$ cat config.mk
export PLATFORM = sky130hd
export DESIGN_NAME = mem_arbiter
export DESIGN_NICKNAME = d
export VERILOG_FILES = /design/src/rtl/mem_arbiter.sv
export SDC_FILE = /design/constraint.sdc
export NUM_CORES = 1
export LEC_CHECK = 0
export ABC_AREA = 0
export CORE_MARGIN = 8
export CORE_UTILIZATION = 44
export CTS_CLUSTER_SIZE = 14
export DETAILED_ROUTE_END_ITERATION = 16
export PLACE_DENSITY = 0.84
export SYNTH_ARGS = -nofsm -noshare
export SYNTH_HDL_FRONTEND = slang
export SYNTH_SLANG_ARGS = --single-unit
$ cat constraint.sdc
create_clock -name clock -period 6 [get_ports clock]
set_clock_uncertainty 0.2 [all_clocks]
set_input_delay 1.2 -clock clock [delete_from_list [all_inputs] [get_ports clock]]
set_output_delay 1.2 -clock clock [all_outputs]
set_load 0.02 [all_outputs]
$ cat src/rtl/mem_arbiter.sv
`default_nettype none
// +----------------------------------------------------------------------------+
// | Module      : mem_arbiter                                                  |
// | Description : Two-port round-robin arbiter and access sequencer for the    |
// |               main RAM. Port 0 is the CPU datapath and port 1 is the I/O / |
// |               loader DMA. Each access runs IDLE -> SETUP -> STROBE -> HOLD |
// |               -> ACK, so the RAM's edge-sensitive strobes are clean,       |
// |               non-overlapping pulses with stable address and data.         |
// | Ports       : clock, clear (async, active low)                             |
// |               pN_req/pN_we/pN_addr/pN_wdata : requester inputs, sampled    |
// |                                               in IDLE when granted         |
// |               pN_ack   : one-cycle completion pulse                        |
// |               pN_rdata : last read data for that port                      |
// |               mem_addr/mem_data_in/mem_write/mem_read : RAM drive          |
// |               mem_data_out : RAM read data                                 |
// |               busy/owner   : sequencer status                              |
// | Revision    : 1.0 - initial release                                        |
// +----------------------------------------------------------------------------+
module mem_arbiter #(
  parameter int ADDR_W     = 8,
  parameter int DATA_W     = 32,
  parameter int STROBE_CYC = 1
) (
  input  logic              clock,
  input  logic              clear,
  input  logic              p0_req,
  input  logic              p0_we,
  input  logic [ADDR_W-1:0] p0_addr,
  input  logic [DATA_W-1:0] p0_wdata,
  output logic              p0_ack,
  output logic [DATA_W-1:0] p0_rdata,
  input  logic              p1_req,
  input  logic              p1_we,
  input  logic [ADDR_W-1:0] p1_addr,
  input  logic [DATA_W-1:0] p1_wdata,
  output logic              p1_ack,
  output logic [DATA_W-1:0] p1_rdata,
  output logic [ADDR_W-1:0] mem_addr,
  output logic [DATA_W-1:0] mem_data_in,
  output logic              mem_write,
  output logic              mem_read,
  input  logic [DATA_W-1:0] mem_data_out,
  output logic              busy,
  output logic              owner
);

  typedef enum logic [2:0] {
    IDLE   = 3'd0,
    SETUP  = 3'd1,
    STROBE = 3'd2,
    HOLD   = 3'd3,
    ACK    = 3'd4
  } state_t;

  // Strobe counter is loaded with the number of remaining STROBE cycles.
  localparam logic [2:0] c_strobe_last = 3'(STROBE_CYC - 1);

  state_t              state_q, state_d;
  logic                owner_q, owner_d;
  logic                we_q, we_d;
  logic [ADDR_W-1:0]   addr_q, addr_d;
  logic [DATA_W-1:0]   wdata_q, wdata_d;
  logic [2:0]          cnt_q, cnt_d;
  logic                last_served_q, last_served_d;
  logic [DATA_W-1:0]   rdata0_q, rdata0_d;
  logic [DATA_W-1:0]   rdata1_q, rdata1_d;
  logic                ack0_q, ack0_d;
  logic                ack1_q, ack1_d;
  logic                mem_write_q, mem_write_d;
  logic                mem_read_q, mem_read_d;
  logic                busy_q, busy_d;
  logic                grant;

  always_ff @(posedge clock or negedge clear) begin
    if (!clear) begin
      state_q       <= IDLE;
      owner_q       <= 1'b0;
      we_q          <= 1'b0;
      addr_q        <= '0;
      wdata_q       <= '0;
      cnt_q         <= 3'd0;
      last_served_q <= 1'b1;
      rdata0_q      <= '0;
      rdata1_q      <= '0;
      ack0_q        <= 1'b0;
      ack1_q        <= 1'b0;
      mem_write_q   <= 1'b0;
      mem_read_q    <= 1'b0;
      busy_q        <= 1'b0;
    end else begin
      state_q       <= state_d;
      owner_q       <= owner_d;
      we_q          <= we_d;
      addr_q        <= addr_d;
      wdata_q       <= wdata_d;
      cnt_q         <= cnt_d;
      last_served_q <= last_served_d;
      rdata0_q      <= rdata0_d;
      rdata1_q      <= rdata1_d;
      ack0_q        <= ack0_d;
      ack1_q        <= ack1_d;
      mem_write_q   <= mem_write_d;
      mem_read_q    <= mem_read_d;
      busy_q        <= busy_d;
    end
  end

  always_comb begin
    state_d       = state_q;
    owner_d       = owner_q;
    we_d          = we_q;
    addr_d        = addr_q;
    wdata_d       = wdata_q;
    cnt_d         = cnt_q;
    last_served_d = last_served_q;
    rdata0_d      = rdata0_q;
    rdata1_d      = rdata1_q;
    grant         = 1'b0;

    case (state_q)
      IDLE: begin
        if (p0_req || p1_req) begin
          // Contention goes to the port that was not served last.
          grant   = (p0_req && p1_req) ? ~last_served_q : p1_req;
          owner_d = grant;
          we_d    = grant ? p1_we    : p0_we;
          addr_d  = grant ? p1_addr  : p0_addr;
          wdata_d = grant ? p1_wdata : p0_wdata;
          state_d = SETUP;
        end
      end
      SETUP: begin
        cnt_d   = c_strobe_last;
        state_d = STROBE;
      end
      STROBE: begin
        if (cnt_q == 3'd0) begin
          state_d = HOLD;
        end else begin
          cnt_d = cnt_q - 3'd1;
        end
      end
      HOLD: begin
        // RAM output is settled after the read strobe; capture it on exit.
        if (!we_q) begin
          if (owner_q) begin
            rdata1_d = mem_data_out;
          end else begin
            rdata0_d = mem_data_out;
          end
        end
        state_d = ACK;
      end
      ACK: begin
        last_served_d = owner_q;
        state_d       = IDLE;
      end
      default: begin
        state_d = IDLE;
      end
    endcase
  end

  // Outputs are registered from the next state so every pulse is glitch-free
  // and aligns exactly with the state it belongs to.
  always_comb begin
    mem_write_d = (state_d == STROBE) && we_d;
    mem_read_d  = (state_d == STROBE) && !we_d;
    ack0_d      = (state_d == ACK) && !owner_d;
    ack1_d      = (state_d == ACK) && owner_d;
    busy_d      = (state_d != IDLE);
  end

  assign p0_ack      = ack0_q;
  assign p1_ack      = ack1_q;
  assign p0_rdata    = rdata0_q;
  assign p1_rdata    = rdata1_q;
  assign mem_addr    = addr_q;
  assign mem_data_in = wdata_q;
  assign mem_write   = mem_write_q;
  assign mem_read    = mem_read_q;
  assign busy        = busy_q;
  assign owner       = owner_q;

endmodule
`default_nettype wire
# After elaboration in Yosys (flattened, before gate mapping)
# Cells that the tools add are included.
[classes]
n_addsub = 1
n_eq_ne = 7
mux = 13
n_bitwise = 3
n_reduce_logical = 16
[op_table]
columns = ["operator", "n"]
rows = [
  ["32-bit 2-to-1 mux", 1],
  ["3-bit case mux with 4 select lines", 1],
  ["3-bit by 2-bit equality test with 1-bit output (second input constant)", 3],
  ["3-bit 2-to-1 mux", 3],
  ["8-bit 2-to-1 mux", 1],
  ["3-bit equality test (second input constant)", 2],
  ["3-bit zero test", 2],
  ["1-bit 2-to-1 mux", 6],
  ["3-bit case mux with 2 select lines", 1],
  ["3-bit AND reduction", 2],
  ["1-bit logical AND", 5],
  ["2-bit AND reduction", 2],
  ["3-bit by 1-bit equality test with 1-bit output (second input constant)", 1],
  ["1-bit inverter", 3],
  ["3-bit nonzero test", 1],
  ["3-bit by 1-bit subtractor with 3-bit output (second input constant)", 1],
  ["1-bit zero test", 2],
  ["2-bit != test (second input constant)", 1],
  ["2-bit nonzero test", 1],
  ["1-bit logical OR", 1],
]
[totals]
register_bits = 118
inputBits = 118
output_inout_bits = 110
word_cells = 54

# Logic depth before layout (Yosys ltp)
[logic_depth]
ltp_word = 7
depth_mapped = 6
depth_no_buf = 5

# Worst setup path before layout
# Ideal clock, no wire load.
[synth_path]
path_kind = "input -> register"
start = "input port p0_req"
end = "register we_q"
t_arrival_ns = 2.282
t_required_ns = 5.677
setup_slack_ns = 3.395
path_stages = 4
cell_sequence = "or4b_4 > clkbuf_2 > or3_1 > o221a_2"
[synth_between]
elab_chain_cells = 5
[synth_lines]
columns = ["element", "line_no", "text"]
rows = [
  ["start: declaration", "26", "input logic p0_req,"],
  ["1-bit logical AND", "124", "grant = (p0_req && p1_req) ? ~last_served_q : p1_req;"],
  ["1-bit 2-to-1 mux", "124", ""],
  ["1-bit 2-to-1 mux", "126", "we_d = grant ? p1_we : p0_we;"],
  ["1-bit 2-to-1 mux *", "122", "if (p0_req || p1_req) begin"],
  ["1-bit 2-to-1 mux *", "120", "case (state_q)"],
  ["net we_d", "60", "logic we_q, we_d;"],
  ["end signal: assignment", "93", "we_q <= we_d;"],
  ["end: declaration", "60", ""],
]
# Mark *: on every way through the listed nets, which the timed path passes. The rest lies on a longest branch.
# A chain may end at the register's enable or synchronous reset.

# Worst setup path after layout
[layout_path]
start = "register owner_q (netlist: owner)"
end = "output port owner"
[layout_rtl]
columns = ["element", "line_no", "text"]
rows = [
  ["start: declaration", "59", "logic owner_q, owner_d;"],
  ["start signal: assignment", "92", "owner_q <= owner_d;"],
  ["end: declaration", "44", "output logic owner"],
]
# No word-level cell between the ends.

==> impl_summary.log <==
INFO  metric outcome = completed
INFO  metric cts_made_buffers = 17
INFO  metric tritoncts = yes
INFO  metric synth_area = 4830 µm²
INFO  metric maxSlewHeadroom = 21.2%
INFO  metric row_count = 38
INFO  metric cts_post_setup_buffers_inserted = 0
INFO  metric synthesis.yosys.warnings = 0
INFO  metric buffer_ports.inserted = 227
INFO  metric cts.htree.levels = 4
INFO  metric worst_ep_arrival_time = 1.66 ns
INFO  metric grt_overflow = 0
INFO  metric synth.net_count = 458
INFO  metric clk_pin_slew_worst_paths = 0.05 ns
INFO  metric postCtsResizedCells = 0
INFO  metric nFillCells = 743
INFO  metric syn_area_per_cell = 14.3 µm²
INFO  metric detailed_place.area = 7190 µm²
INFO  metric critPathMaxFanout = 7
INFO  metric timing_worst_slew_pin_value = 1.18 ns
INFO  metric power.ir.vdd_worst = 320 µV
INFO  metric layout.cells.most_common = clkdlybuf4s50_1
INFO  metric maxCapViolations = 0
INFO  metric min_from = p1_rdata[27]$_DFFE_PN0P_
INFO  metric critical_path.top_delay_family = buffers and inverters
INFO  metric leading_cell_types_in_the_layout_fill_and_taps_excluded = 226 x clkdlybuf4s50_1, 117 x dfrtp_1, 54 x mux2_2
INFO  metric cts-root-buf = clkbuf_8
INFO  metric synth-seq-area-share = 61.1%
INFO  metric dr_total_vias = 3818
INFO  metric drt_pre_antenna_iters = 5
INFO  metric pin_count = 228
INFO  metric min_period_over_period = 51.0%
INFO  metric areaGrowthSynthToFinish = 59.5%
INFO  metric setup_tns = 0 ns
INFO  metric detail_route.wirelength = 14.6 mm
INFO  metric post-layout-total-power = 4.39 mW
INFO  metric initial_utilization = 44.8%
INFO  metric worst_setup_path_start_kind = flop
INFO  metric final_hold_viol_count = 0
INFO  metric post_drt_via_cell_ratio = 5.34
INFO  metric final_nets = 683
INFO  metric vias_in_the_first_global_route = 4201
INFO  metric maximum_number_of_pins_on_one_net_before_global_route_repair = 79
INFO  metric timing.critical_path.required = 4.60 ns
INFO  metric cts-hold-fix-buffers = 0
INFO  metric worst_path_largest_cell_delay = 0.68 ns
INFO  metric critPathBufInv = 1
INFO  metric hold-worst-slack = 0.290 ns
INFO  metric drtIter0Drc = 214
INFO  metric cts_sinks = 118
INFO  metric grt_antenna_before_repair = 0
INFO  metric synth_seq_cells = 118
INFO  metric leakage = 3.07 nW
INFO  metric slowest_stage = clkdlybuf4s50_1
INFO  metric power.density = 570 nW/µm²
INFO  metric maxClockFrequency = 327 MHz
INFO  metric fp.dieW = 121 µm
INFO  metric timing.final.crit_period = 3.06 ns
INFO  metric crit_type = flop to output pin
INFO  metric area.sequential = 2950 µm²
INFO  metric worst_min_path_class = flop to flop
INFO  metric placeableCoreArea = 10800 µm²
INFO  metric die_height = 121 µm
INFO  metric worst_setup_path_end_kind = output pin
INFO  metric grtUsageTotal = 20.2%
INFO  metric drc_errors = 0
INFO  metric worst_r2r_startpoint = state_q[0]$_DFF_PN0_
INFO  metric multi_input_area = 1740 µm²
INFO  metric insertion_delay = 0.50 ns
INFO  metric final_antenna_net_count = 0
INFO  metric setup_repair_after_global_routing_missed_its_margin = false
INFO  metric grt_first_pass_wirelength = 23.0 mm
INFO  metric share_of_layout_cells_above_drive_strength_1 = 23.5%
INFO  metric timing.final.max_slew_violations = 0
INFO  metric cts.path.max_buffers = 2
INFO  metric synth_cell_type_count = 32
INFO  metric synth_cells = 338
INFO  metric antenna_cells = 0
INFO  metric die_area = 14600 µm²
INFO  metric avgRoutedWirePerCell = 20.4 µm
INFO  metric setup-violations-final = 0
INFO  metric worstPathCellList = clkdlybuf4s50_1
INFO  metric postLayoutCellArea = 7710 µm²
INFO  metric placed_wire_length_estimate = 11.0 mm
INFO  metric critical_path.startpoint = owner$_DFF_PN0_
INFO  metric routabilityCongestion = 0.773
area by class of cell:
type	count	area share, %
sequential	118	38.3
timing repair buffer	232	29.9
multi-input combinational	190	22.5
clock buffer	23	6.18
tap	140	2.27
clock inverter	8	0.649
inverter	4	0.195
cell families after synthesis:
logic type / share of synthesized area [%]
buffers and inverters: 3.16
AO/OA/AOI/OAI: 11.4
multiplexers: 15.1
flip-flops: 61.1
AND/OR/NAND/NOR: 8.67
adder cells (fa/ha/maj): 0.518
registers in the layout (all words and copies together) (netlist names):
signal         flops
mem_data_in       32
p0_rdata          32
p1_rdata          32
mem_addr           8
cnt_q              3
state_q            3
busy               1
last_served_q      1
mem_read           1
mem_write          1
owner              1
p0_ack             1
p1_ack             1
we_q               1
cells in the mapped netlist:
library cell	number	area [µm²]
a21oi_1	4	20.0
or4_1	2	15.0
nand3_1	2	10.0
buf_6	4	45.0
and3_1	1	6.26
or4b_2	1	10.0
nor2b_1	2	12.5
o221a_2	41	462
or4b_4	1	13.8
mux2_2	54	608
o2bb2a_1	1	10.0
dfstp_2	1	26.3
a211oi_1	1	7.51
nor3_1	3	15.0
nand3b_1	2	15.0
o211ai_1	1	7.51
ha_1	2	25.0
mux2_1	11	124
inv_1	4	15.0
o31ai_1	1	7.51
o21ai_0	6	30.0
nand2b_1	6	37.5
nor2_1	1	3.75
buf_2	4	20.0
clkbuf_2	4	20.0
or3b_1	1	8.76
or3_1	41	257
clkbuf_1	10	37.5
nand2_1	4	15.0
buf_1	4	15.0
dfrtp_1	117	2930
o21a_1	1	7.51
metrics by stage:
stage	utilization, %	worst slack (ns)	instances
floorplan	-	3.39	338
global route	71.5	2.84	715
CTS	71.5	2.87	715
global placement	66.6	2.70	684
finish	71.5	2.94	715
detailed placement	66.6	2.64	684
final timing paths:
kind                                                    to  slack (ns)  depth (start not counted)
worst max-delay path                                 owner        2.94                          1
worst min-delay path              p1_rdata[27]$_DFFE_PN0P_        0.29                          1
worst max register to register  mem_data_in[6]$_DFFE_PN0P_        3.81                          3
worst min register to register    p1_rdata[27]$_DFFE_PN0P_        0.29                          1
max in group asynchronous         p1_rdata[19]$_DFFE_PN0P_        3.83                          2
min in group asynchronous         p0_rdata[14]$_DFFE_PN0P_        0.66                          1
layer usage:
layer / wire [µm] / GRT usage (%) / share of wire, % / up-vias
li1: - / - / - / 1736
met4: 243 / 6.79 / 1.7 / 0
met5: 0 / 0 / 0 / -
met3: 1740 / 10.4 / 12 / 14
met1: 5860 / 23.1 / 40 / 1859
met2: 6730 / 32.0 / 46 / 209
power breakdown:
group          internal [mW]  total (mW)  switching [mW]
combinational           1.10        2.09           0.982
clock                  0.545       0.876           0.330
sequential              1.19        1.43           0.243
(Power assumes the default switching activity.)
